**config.mk**
```make
export PLATFORM = sky130hd
export DESIGN_NAME = spec_dual_issue_scheduler_flat
export DESIGN_NICKNAME = d
export VERILOG_FILES = /design/src/rtl/sched_pkg.sv /design/src/rtl/spec_dual_issue_scheduler_if.sv /design/src/rtl/spec_coissue_judge.sv /design/src/rtl/spec_dual_issue_scheduler.sv /design/src/flat_wrapper.sv
export SDC_FILE = /design/constraint.sdc
export NUM_CORES = 1
export LEC_CHECK = 0
export ABC_AREA = 1
export CORE_ASPECT_RATIO = 0.6
export CORE_MARGIN = 2
export CORE_UTILIZATION = 42
export DETAILED_ROUTE_END_ITERATION = 8
export PLACE_DENSITY = 0.82
export REMOVE_ABC_BUFFERS = 1
export SYNTH_ARGS = -nofsm -noshare
export SYNTH_HDL_FRONTEND = slang
export SYNTH_SLANG_ARGS = --single-unit
```
**constraint.sdc**
```tcl
create_clock -name clk -period 2.4 [get_ports clk]
set_input_delay 0.24 -clock clk [delete_from_list [all_inputs] [get_ports clk]]
set_output_delay 0.24 -clock clk [all_outputs]
set_load 0.05 [all_outputs]
```
**src/rtl/sched_pkg.sv**
```systemverilog
// rtl/sched_pkg.sv - shared types and instruction field layout for the dual-issue scheduler
package sched_pkg;

    typedef enum logic [1:0] {
        EMPTY = 2'd0,
        ONE   = 2'd1,
        TWO   = 2'd2
    } sched_state_t;

    localparam int FIELD_W = 8;
    localparam int OPC_LO  = 24;
    localparam int SRC1_LO = 16;
    localparam int SRC2_LO = 8;
    localparam int DST_LO  = 0;

    localparam logic [7:0] STORE_OPC = 8'h81;

    // Micro-op bits that claim the memory/bus port exclusively
    localparam int EXCL_HI = 11;
    localparam int EXCL_LO = 5;

    function automatic logic [FIELD_W-1:0] field(input logic [31:0] instr, input int lo);
        return instr[lo +: FIELD_W];
    endfunction

endpackage

```
**src/rtl/spec_dual_issue_scheduler_if.sv**
```systemverilog
// rtl/spec_dual_issue_scheduler_if.sv - fetch, control-store and issue signals of the scheduler
interface spec_dual_issue_scheduler_if #(
    parameter int UCODE_W = 32,
    parameter int INSTR_W = 32,
    parameter int CNT_W   = 3
);
    logic               fetch_valid;
    logic [INSTR_W-1:0] fetch_instr;
    logic               fetch_ready;
    logic               flush;
    logic               stall;
    logic [INSTR_W-1:0] n_instr;
    logic [CNT_W-1:0]   micro_cnt;
    logic [INSTR_W-1:0] s_instr;
    logic [UCODE_W-1:0] ucode_normal;
    logic               ucode_normal_last;
    logic [UCODE_W-1:0] ucode_spec;
    logic               ucode_spec_single;
    logic               issue_n_valid;
    logic               issue_s_valid;

    modport master (
        input  fetch_valid, fetch_instr, flush, stall,
               ucode_normal, ucode_normal_last, ucode_spec, ucode_spec_single,
        output fetch_ready, n_instr, micro_cnt, s_instr, issue_n_valid, issue_s_valid
    );

    modport slave (
        output fetch_valid, fetch_instr, flush, stall,
               ucode_normal, ucode_normal_last, ucode_spec, ucode_spec_single,
        input  fetch_ready, n_instr, micro_cnt, s_instr, issue_n_valid, issue_s_valid
    );
endinterface

```
**src/rtl/spec_coissue_judge.sv**
```systemverilog
// rtl/spec_coissue_judge.sv - resource/dependency judge deciding whether S may pair with N
module spec_coissue_judge
    import sched_pkg::*;
#(
    parameter int UCODE_W = 32
) (
    input  logic [UCODE_W-1:0] ucode_normal,
    input  logic [UCODE_W-1:0] ucode_spec,
    input  logic               ucode_spec_single,
    input  logic [FIELD_W-1:0] n_opc,
    input  logic [FIELD_W-1:0] n_dst,
    input  logic [FIELD_W-1:0] s_src1,
    input  logic [FIELD_W-1:0] s_src2,
    output logic               coissue_ok
);
    logic conflict;
    logic dependent;

    assign conflict  = (|(ucode_normal & ucode_spec)) | (|ucode_normal[EXCL_HI:EXCL_LO]);
    // A store writes no register, so S can never read its result
    assign dependent = (n_opc != STORE_OPC) && ((s_src1 == n_dst) || (s_src2 == n_dst));

    assign coissue_ok = ucode_spec_single & ~conflict & ~dependent;
endmodule

```
**src/rtl/spec_dual_issue_scheduler.sv**
```systemverilog
// rtl/spec_dual_issue_scheduler.sv - in-order dual-issue slot controller; SCHED_PERF_CNT_EN adds perf counters
module spec_dual_issue_scheduler
    import sched_pkg::*;
#(
    parameter int UCODE_W  = 32,
    parameter int INSTR_W  = 32,
    parameter int CNT_W    = 3,
    parameter int MAX_UOPS = 8
) (
    input  logic clk,
    input  logic rst,
    spec_dual_issue_scheduler_if.master bus
`ifdef SCHED_PERF_CNT_EN
    ,
    output logic [15:0] perf_dual_cnt,
    output logic [15:0] perf_block_cnt
`endif
);
    sched_state_t       state;
    logic [INSTR_W-1:0] n_q;
    logic [INSTR_W-1:0] s_q;
    logic [CNT_W-1:0]   cnt_q;

    logic active;
    logic coissue_ok;
    logic retire;
    logic coissue;
    logic fetch_take;

    spec_coissue_judge #(.UCODE_W(UCODE_W)) u_judge (
        .ucode_normal      (bus.ucode_normal),
        .ucode_spec        (bus.ucode_spec),
        .ucode_spec_single (bus.ucode_spec_single),
        .n_opc             (field(n_q[31:0], OPC_LO)),
        .n_dst             (field(n_q[31:0], DST_LO)),
        .s_src1            (field(s_q[31:0], SRC1_LO)),
        .s_src2            (field(s_q[31:0], SRC2_LO)),
        .coissue_ok        (coissue_ok)
    );

    assign active     = ~rst & ~bus.flush & ~bus.stall;
    assign retire     = (state != EMPTY) &
                        (bus.ucode_normal_last | (cnt_q == CNT_W'(MAX_UOPS - 1)));
    assign coissue    = (state == TWO) & active & coissue_ok;
    assign fetch_take = bus.fetch_valid & bus.fetch_ready;

    assign bus.fetch_ready   = (state != TWO) & active;
    assign bus.issue_n_valid = (state != EMPTY) & active;
    assign bus.issue_s_valid = coissue;
    assign bus.n_instr       = n_q;
    assign bus.s_instr       = s_q;
    assign bus.micro_cnt     = cnt_q;

    always_ff @(posedge clk) begin
        if (rst || bus.flush) begin
            state <= EMPTY;
            n_q   <= '0;
            s_q   <= '0;
            cnt_q <= '0;
        end else if (!bus.stall) begin
            case (state)
                EMPTY: if (fetch_take) begin
                    state <= ONE;
                    n_q   <= bus.fetch_instr;
                    cnt_q <= '0;
                end
                ONE: if (retire) begin
                    cnt_q <= '0;
                    if (fetch_take) n_q <= bus.fetch_instr;
                    else            state <= EMPTY;
                end else begin
                    cnt_q <= cnt_q + CNT_W'(1);
                    if (fetch_take) begin
                        state <= TWO;
                        s_q   <= bus.fetch_instr;
                    end
                end
                TWO: if (coissue) begin
                    if (retire) begin
                        state <= EMPTY;
                        cnt_q <= '0;
                    end else begin
                        state <= ONE;
                        cnt_q <= cnt_q + CNT_W'(1);
                    end
                end else if (retire) begin
                    // S is promoted into N and starts its own microprogram
                    state <= ONE;
                    n_q   <= s_q;
                    cnt_q <= '0;
                end else begin
                    cnt_q <= cnt_q + CNT_W'(1);
                end
                default: state <= EMPTY;
            endcase
        end
    end

`ifdef SCHED_PERF_CNT_EN
    always_ff @(posedge clk) begin
        if (rst) begin
            perf_dual_cnt  <= '0;
            perf_block_cnt <= '0;
        end else begin
            if (coissue && perf_dual_cnt != 16'hFFFF)
                perf_dual_cnt <= perf_dual_cnt + 16'd1;
            if ((state == TWO) && active && !coissue_ok && perf_block_cnt != 16'hFFFF)
                perf_block_cnt <= perf_block_cnt + 16'd1;
        end
    end
`endif
endmodule

```
**src/flat_wrapper.sv**
```systemverilog
// flat-port wrapper written by rule: the top's interface ports become plain ports
module spec_dual_issue_scheduler_flat import sched_pkg::*;
#(
    parameter int UCODE_W  = 32,
    parameter int INSTR_W  = 32,
    parameter int CNT_W    = 3,
    parameter int MAX_UOPS = 8
)
  (clk, rst, bus_fetch_valid, bus_fetch_instr, bus_flush, bus_stall, bus_ucode_normal, bus_ucode_normal_last, bus_ucode_spec, bus_ucode_spec_single, bus_fetch_ready, bus_n_instr, bus_micro_cnt, bus_s_instr, bus_issue_n_valid, bus_issue_s_valid);
  spec_dual_issue_scheduler_if #(.UCODE_W(UCODE_W), .INSTR_W(INSTR_W), .CNT_W(CNT_W)) bus_i ();
  input  logic clk;
  input  logic rst;
  input wire logic [$bits(bus_i.fetch_valid)-1:0] bus_fetch_valid;
  input wire logic [$bits(bus_i.fetch_instr)-1:0] bus_fetch_instr;
  input wire logic [$bits(bus_i.flush)-1:0] bus_flush;
  input wire logic [$bits(bus_i.stall)-1:0] bus_stall;
  input wire logic [$bits(bus_i.ucode_normal)-1:0] bus_ucode_normal;
  input wire logic [$bits(bus_i.ucode_normal_last)-1:0] bus_ucode_normal_last;
  input wire logic [$bits(bus_i.ucode_spec)-1:0] bus_ucode_spec;
  input wire logic [$bits(bus_i.ucode_spec_single)-1:0] bus_ucode_spec_single;
  output wire logic [$bits(bus_i.fetch_ready)-1:0] bus_fetch_ready;
  output wire logic [$bits(bus_i.n_instr)-1:0] bus_n_instr;
  output wire logic [$bits(bus_i.micro_cnt)-1:0] bus_micro_cnt;
  output wire logic [$bits(bus_i.s_instr)-1:0] bus_s_instr;
  output wire logic [$bits(bus_i.issue_n_valid)-1:0] bus_issue_n_valid;
  output wire logic [$bits(bus_i.issue_s_valid)-1:0] bus_issue_s_valid;
  assign bus_i.fetch_valid = bus_fetch_valid;
  assign bus_i.fetch_instr = bus_fetch_instr;
  assign bus_i.flush = bus_flush;
  assign bus_i.stall = bus_stall;
  assign bus_i.ucode_normal = bus_ucode_normal;
  assign bus_i.ucode_normal_last = bus_ucode_normal_last;
  assign bus_i.ucode_spec = bus_ucode_spec;
  assign bus_i.ucode_spec_single = bus_ucode_spec_single;
  assign bus_fetch_ready = bus_i.fetch_ready;
  assign bus_n_instr = bus_i.n_instr;
  assign bus_micro_cnt = bus_i.micro_cnt;
  assign bus_s_instr = bus_i.s_instr;
  assign bus_issue_n_valid = bus_i.issue_n_valid;
  assign bus_issue_s_valid = bus_i.issue_s_valid;
  spec_dual_issue_scheduler #(.UCODE_W(UCODE_W), .INSTR_W(INSTR_W), .CNT_W(CNT_W), .MAX_UOPS(MAX_UOPS)) u_core (.clk(clk), .rst(rst), .bus(bus_i));
endmodule
```
# After elaboration in Yosys (flattened, before gate mapping)
# Index checks and enable logic that the tools add are counted.
dict set report totals {
  ff_bits 69
  wordCells 68
  input_bits 103
  output_inout_bits 70
}
dict set report classes {
  bitwise 19
  eq_ne 14
  reduce_logical 14
  mux 16
  add_sub_neg 1
}
# operator n
set op_table {}
lappend op_table {{32-bit 2-to-1 mux} 4}
lappend op_table {{32-bit one-hot mux with 3 select lines} 1}
lappend op_table {{32-bit AND} 1}
lappend op_table {{32-bit OR reduction} 1}
lappend op_table {{8-bit == test} 2}
lappend op_table {{2-bit 2-to-1 mux} 6}
lappend op_table {{1-bit AND} 10}
lappend op_table {{5-bit AND reduction} 2}
lappend op_table {{8-bit != test, second input constant} 1}
lappend op_table {{7-bit OR reduction} 1}
lappend op_table {{3-bit 2-to-1 mux} 2}
lappend op_table {{2-bit by 1-bit != test with 1-bit output, second input constant} 3}
lappend op_table {{1-bit inverter} 6}
lappend op_table {{2-bit one-hot mux with 3 select lines} 1}
lappend op_table {{3-bit one-hot mux with 2 select lines} 1}
lappend op_table {{2-bit != test, second input constant} 2}
lappend op_table {{4-bit AND reduction} 1}
lappend op_table {{2-bit nonzero test} 2}
lappend op_table {{3-bit by 1-bit adder with 3-bit output, second input constant} 1}
lappend op_table {{3-bit == test, second input constant} 1}
lappend op_table {{3-bit by 1-bit != test with 1-bit output, second input constant} 1}
lappend op_table {{3-bit by 2-bit != test with 1-bit output, second input constant} 1}
lappend op_table {{3-bit != test, second input constant} 1}
lappend op_table {{3-bit AND reduction} 1}
lappend op_table {{other kinds (9)} 11}

# Logic depth before layout (Yosys ltp)
dict set report depth {
  word_depth 9
  depth_mapped 16
  ltp_nobuf 14
}

# Cells and area by module
# Synthesis repeated with hierarchy kept, for this count alone.
dict set report hier_totals {
  hier_cells 589
  hier_area_um2 3718.6
}
# module seq_area_each_um2 area_each_um2 instances cells_each
set by_module_without_submodules {}
lappend by_module_without_submodules {spec_dual_issue_scheduler 1381.3 3165.5 1 458}
lappend by_module_without_submodules {spec_coissue_judge 0.0 553.0 1 131}

# Worst setup path after synthesis
# No wires, ideal clock.
dict set report synth_path {
  path_kind {register to register}
  from {reg u_core.state[0]}
  to {reg u_core.state[0]}
  stages_incl_launch_ff 12
  setup_ps 128
  path_buffers 1
  setup_slack_ps -57
  period_less_slack_ps 2457
  required_time_ps 2272
  t_arrival_ps 2329
  cell_sequence {dfxtp_1 inv_1 ha_1 clkbuf_2 nor2_1 nand2_1 nor3b_1 a21oi_1 nand3_1 nor2_1 nor2_1 nor2_1}
}
dict set report synth_via {
  elab_chain_cells 5
  word_cells_on_any_way 19
  cone_classes {eq/ne (7); mux (4); bitwise (5); reduce/logical (3)}
}
# item line_no
set synth_lines {}
lappend synth_lines {{from (decl)} spec_dual_issue_scheduler.sv:19} ;# sched_state_t state;
lappend synth_lines {{from (signal assigned)} spec_dual_issue_scheduler.sv:56} ;# state <= EMPTY;
lappend synth_lines {{from (signal assigned)} spec_dual_issue_scheduler.sv:63} ;# state <= ONE;
lappend synth_lines {{from (signal assigned)} spec_dual_issue_scheduler.sv:70} ;# else state <= EMPTY;
lappend synth_lines {{2-bit != test (*)} spec_dual_issue_scheduler.sv:47} ;# assign bus.fetch_ready = (state != TWO) & active;
lappend synth_lines {{1-bit AND (*)} spec_dual_issue_scheduler.sv:47}
lappend synth_lines {{via bus_fetch_ready} flat_wrapper.sv:21} ;# output wire logic [$bits(bus_i.fetch_ready)-1:0] bus_fetch_ready;
lappend synth_lines {{1-bit AND (*)} spec_dual_issue_scheduler.sv:45} ;# assign fetch_take = bus.fetch_valid & bus.fetch_ready;
lappend synth_lines {{3-bit != test (no line), or another cell as far along} -}
lappend synth_lines {{5-bit AND reduction (no line) (*)} -}
# The timed path passes the listed nets; every way through them passes the cells marked *.
# A chain may end at the register's enable or synchronous reset.

# Worst setup path in the final report
dict set report layout_path {
  from {reg u_core.state[0]}
  to {out bus_issue_s_valid}
}
dict set report layout_via {
  elab_chain_cells 3
}
# item line_no
set layout_lines {}
lappend layout_lines {{2-bit == test} spec_dual_issue_scheduler.sv:44} ;# assign coissue = (state == TWO) & active & coissue_ok;
lappend layout_lines {{1-bit AND (2 in series)} spec_dual_issue_scheduler.sv:44}
lappend layout_lines {{to (decl)} flat_wrapper.sv:26} ;# output wire logic [$bits(bus_i.issue_s_valid)-1:0] bus_issue_s_valid;
# Every way passes these cells.

==> reports/qor.csv <==
stage,metric,value,unit
power,comb_power_share,0.128,
placed_design,numPortBuffers,172,
min_path,hold_class,reg -> reg,
timing,slew_headroom,0.6198,
grt,antenna_found_initial,0,
final_layout,area_growth,58.48,%
setup_path,end_kind,output port,
grt,grt_overflow,0,
power,p_sw_frac,0.2396,
final_layout,fill_cells,709,
setup_path,path_cells,inv_1 > ha_2 > nand3_1 > nor4_2 > nand4_1 > a21oi_1 > buf_12,
route,vias_per_cell,5.219,
route,dr.pass1.iters,5,
cts,clk_path_buf_depth,2,
placed_design,gp_congestion,0.9379,
cts,clock_sinks,69,
power,ir_worst_vdd,0.3510,mV
final_layout,seqCellArea,0.001381,mm^2
final_layout,final_cell_mix,"clkdlybuf4s50_1 (169), nand2_1 (163), a21oi_1 (73), o21ai_0 (69), dfxtp_1 (69)",
final_layout,fin_area,0.005832,mm^2
setup_path,worst_path_largest_cell_delay,330,ps
grt,grt_max_degree,49,
power,p_int,0.002158,W
flow_run,maxCapViolations,0,
grt,grt.total_usage,0.2672,
synth,synth_warnings,0,
synth,synth.avg_cell_area,6.548,um^2
final_layout,multi_input_area,0.001946,mm^2
timing,setup_violations,0,
setup_path,critPathKind,reg -> out,
cts,cts_tree,yes,
floorplan,ios,173,
final_layout,num-nets-final,835,
cts,cts_root_buf,clkbuf_16,
timing,timing.fmax,447.4,MHz
final_layout,final_common_cell,clkdlybuf4s50_1,
timing,fin_crit_sh,0.9314,
placed_design,dp_hpwl,9.355,mm
synth,async_flop_share,0,
floorplan,floorplan.rows,26,
placed_design,place_area,0.005527,mm^2
floorplan,dieArea,0.009551,mm^2
route,num_vias,4400,
setup_path,cp_max_fo,6,
timing,rsz0062_at_grt,false,
synth,synthesis.area,0.003680,mm^2
setup_path,crit_arrival,2000,ps
power,p_per_area,486.7,mW/mm^2
power,p_clk_frac,0.466,
floorplan,dieHeight,76.51,um
synth,synth_seq_area_share,0.3754,
grt,grt_pass1_vias,4119,
synth,synth_cells,562,
timing,worstMarginPinSlew,568.6,ps
cts,clkTransAtPathRegs,60,ps
timing,final-hold-violation-count,0,
route,drtIter0Drc,373,
route,drc_errors,0,
route,totalWireLength,12.85,mm
synth,ys_types,28,
power,p_seq_frac,0.406,
synth,synth_enable_flop_cells,0,
cts,cts_buffers,9,
route,ant_nets,0,
final_layout,n_antenna_cell,0,
timing,timing.final.crit_period,2235,ps
synth,synth_ff_type,dfxtp_1,
floorplan,start_util,0.4317,
cts,cts_hold_buf,0,
cts,clk_latency,340,ps
setup_path,critPathSlowestCell,dfxtp_1,
floorplan,die_w,124.8,um
final_layout,utilization,0.6842,
grt,grt_pass1_wl,20.69,mm
final_layout,drive_above_1_share,0.05198,
setup_path,crit_path_start_kind,flop,
cts,htree_levels,3,
setup_path,required,2160,ps
floorplan,fp.coreArea,0.008523,mm^2
timing,maxSlewViolCount,0,
route,wl_per_cell,15.24,um
status,run_status,finished clean,
power,p_leak,2.298,nW
timing,clock_skew,6.961,ps
power,power.switching,0.0006799,W
synth,synth.ff_latch_count,69,
worst max-delay path: cells and delay by family, from the launching register on:
family | cells | cell delay [ps]
AND/OR/NAND/NOR | 3 | 530
AO/OA/AOI/OAI | 1 | 240
adder cells (fa/ha/maj) | 1 | 250
flip-flops | 1 | 330
buffers and inverters | 2 | 290
routing by layer:
metal,vias to the layer above,GRT usage,share of wire
met3,18,0.08287,0.10
li1,2155,-,-
met4,0,0.06333,0.012
met5,-,0,0
met2,228,0.4164,0.45
met1,1999,0.3638,0.44
per-stage QoR:
stage	cells	setup WS (ps)	setup TNS [ps]	power, W	hold slack [ps]
after global placement	827	189.3	0	0.001531	449.9
after floorplan	533	-979.2	-65690	0.001304	382.8
after global routing	843	6.035	0	0.002934	483.0
final	843	164.6	0	0.002838	460.9
after detailed placement	827	158.9	0	0.001535	454.3
after CTS	843	87.82	0	0.002849	461.9
timing repair:
item,CTS,global route
buffers inserted,0,0
gates resized for setup,0,1
setup endpoints to repair,0,1
path summary, 6_finish.rpt:
path	start	end	slack, ps	cells past startpoint
max	u_core.state[0]	bus_issue_s_valid	160	7
min	u_core.bus.n_instr[23]	u_core.bus.n_instr[23]	460	2
max reg2reg	u_core.state[1]	u_core.bus.n_instr[16]	220	10
min reg2reg	u_core.bus.n_instr[23]	u_core.bus.n_instr[23]	460	2
power groups by stage:
stage | clock network (W) | registers, W | logic [W]
after floorplan | 0 | 0.00119 | 0.000113
after global placement | 0 | 0.00118 | 0.000353
after detailed placement | 0 | 0.00118 | 0.000357
after CTS | 0.00134 | 0.00115 | 0.000359
after global routing | 0.00139 | 0.00115 | 0.000393
final | 0.00132 | 0.00115 | 0.000363
final cells by class:
cell class                 count  share of cell area
clock buffer                   9             0.03862
clock inverter                 7             0.01266
inverter                      57             0.03669
multi-input combinational    407              0.3336
sequential                    69              0.2369
tap                          112             0.02403
timing repair buffer         182              0.3175
cells in the mapped netlist (all sizes together) (3+ instances only):
master	n	area share
nand2	166	0.17
xnor2	8	0.019
buf	15	0.025
a21oi	73	0.099
o21ai	70	0.095
nand4	7	0.012
dfxtp	69	0.38
ha	6	0.020
nor2	27	0.032
nor4	4	0.011
nor3	3	0.0041
nand3	39	0.053
clkbuf	14	0.015
inv	56	0.057
logic make-up after synthesis:
kind of cell,share of synthesized area
buf+inv,0.09826
flops,0.3754
xor+xnor,0.01904
simple gates,0.2900
fa+ha+maj,0.02040
compound gates,0.1969
sequential cells by signal, indices dropped and copies added, names as in the netlist:
name and flops:
u_core.bus.s_instr 32, u_core.bus.micro_cnt 3, u_core.state 2, u_core.bus.n_instr 32
No activity file was read; power rests on OpenSTA's default activity.
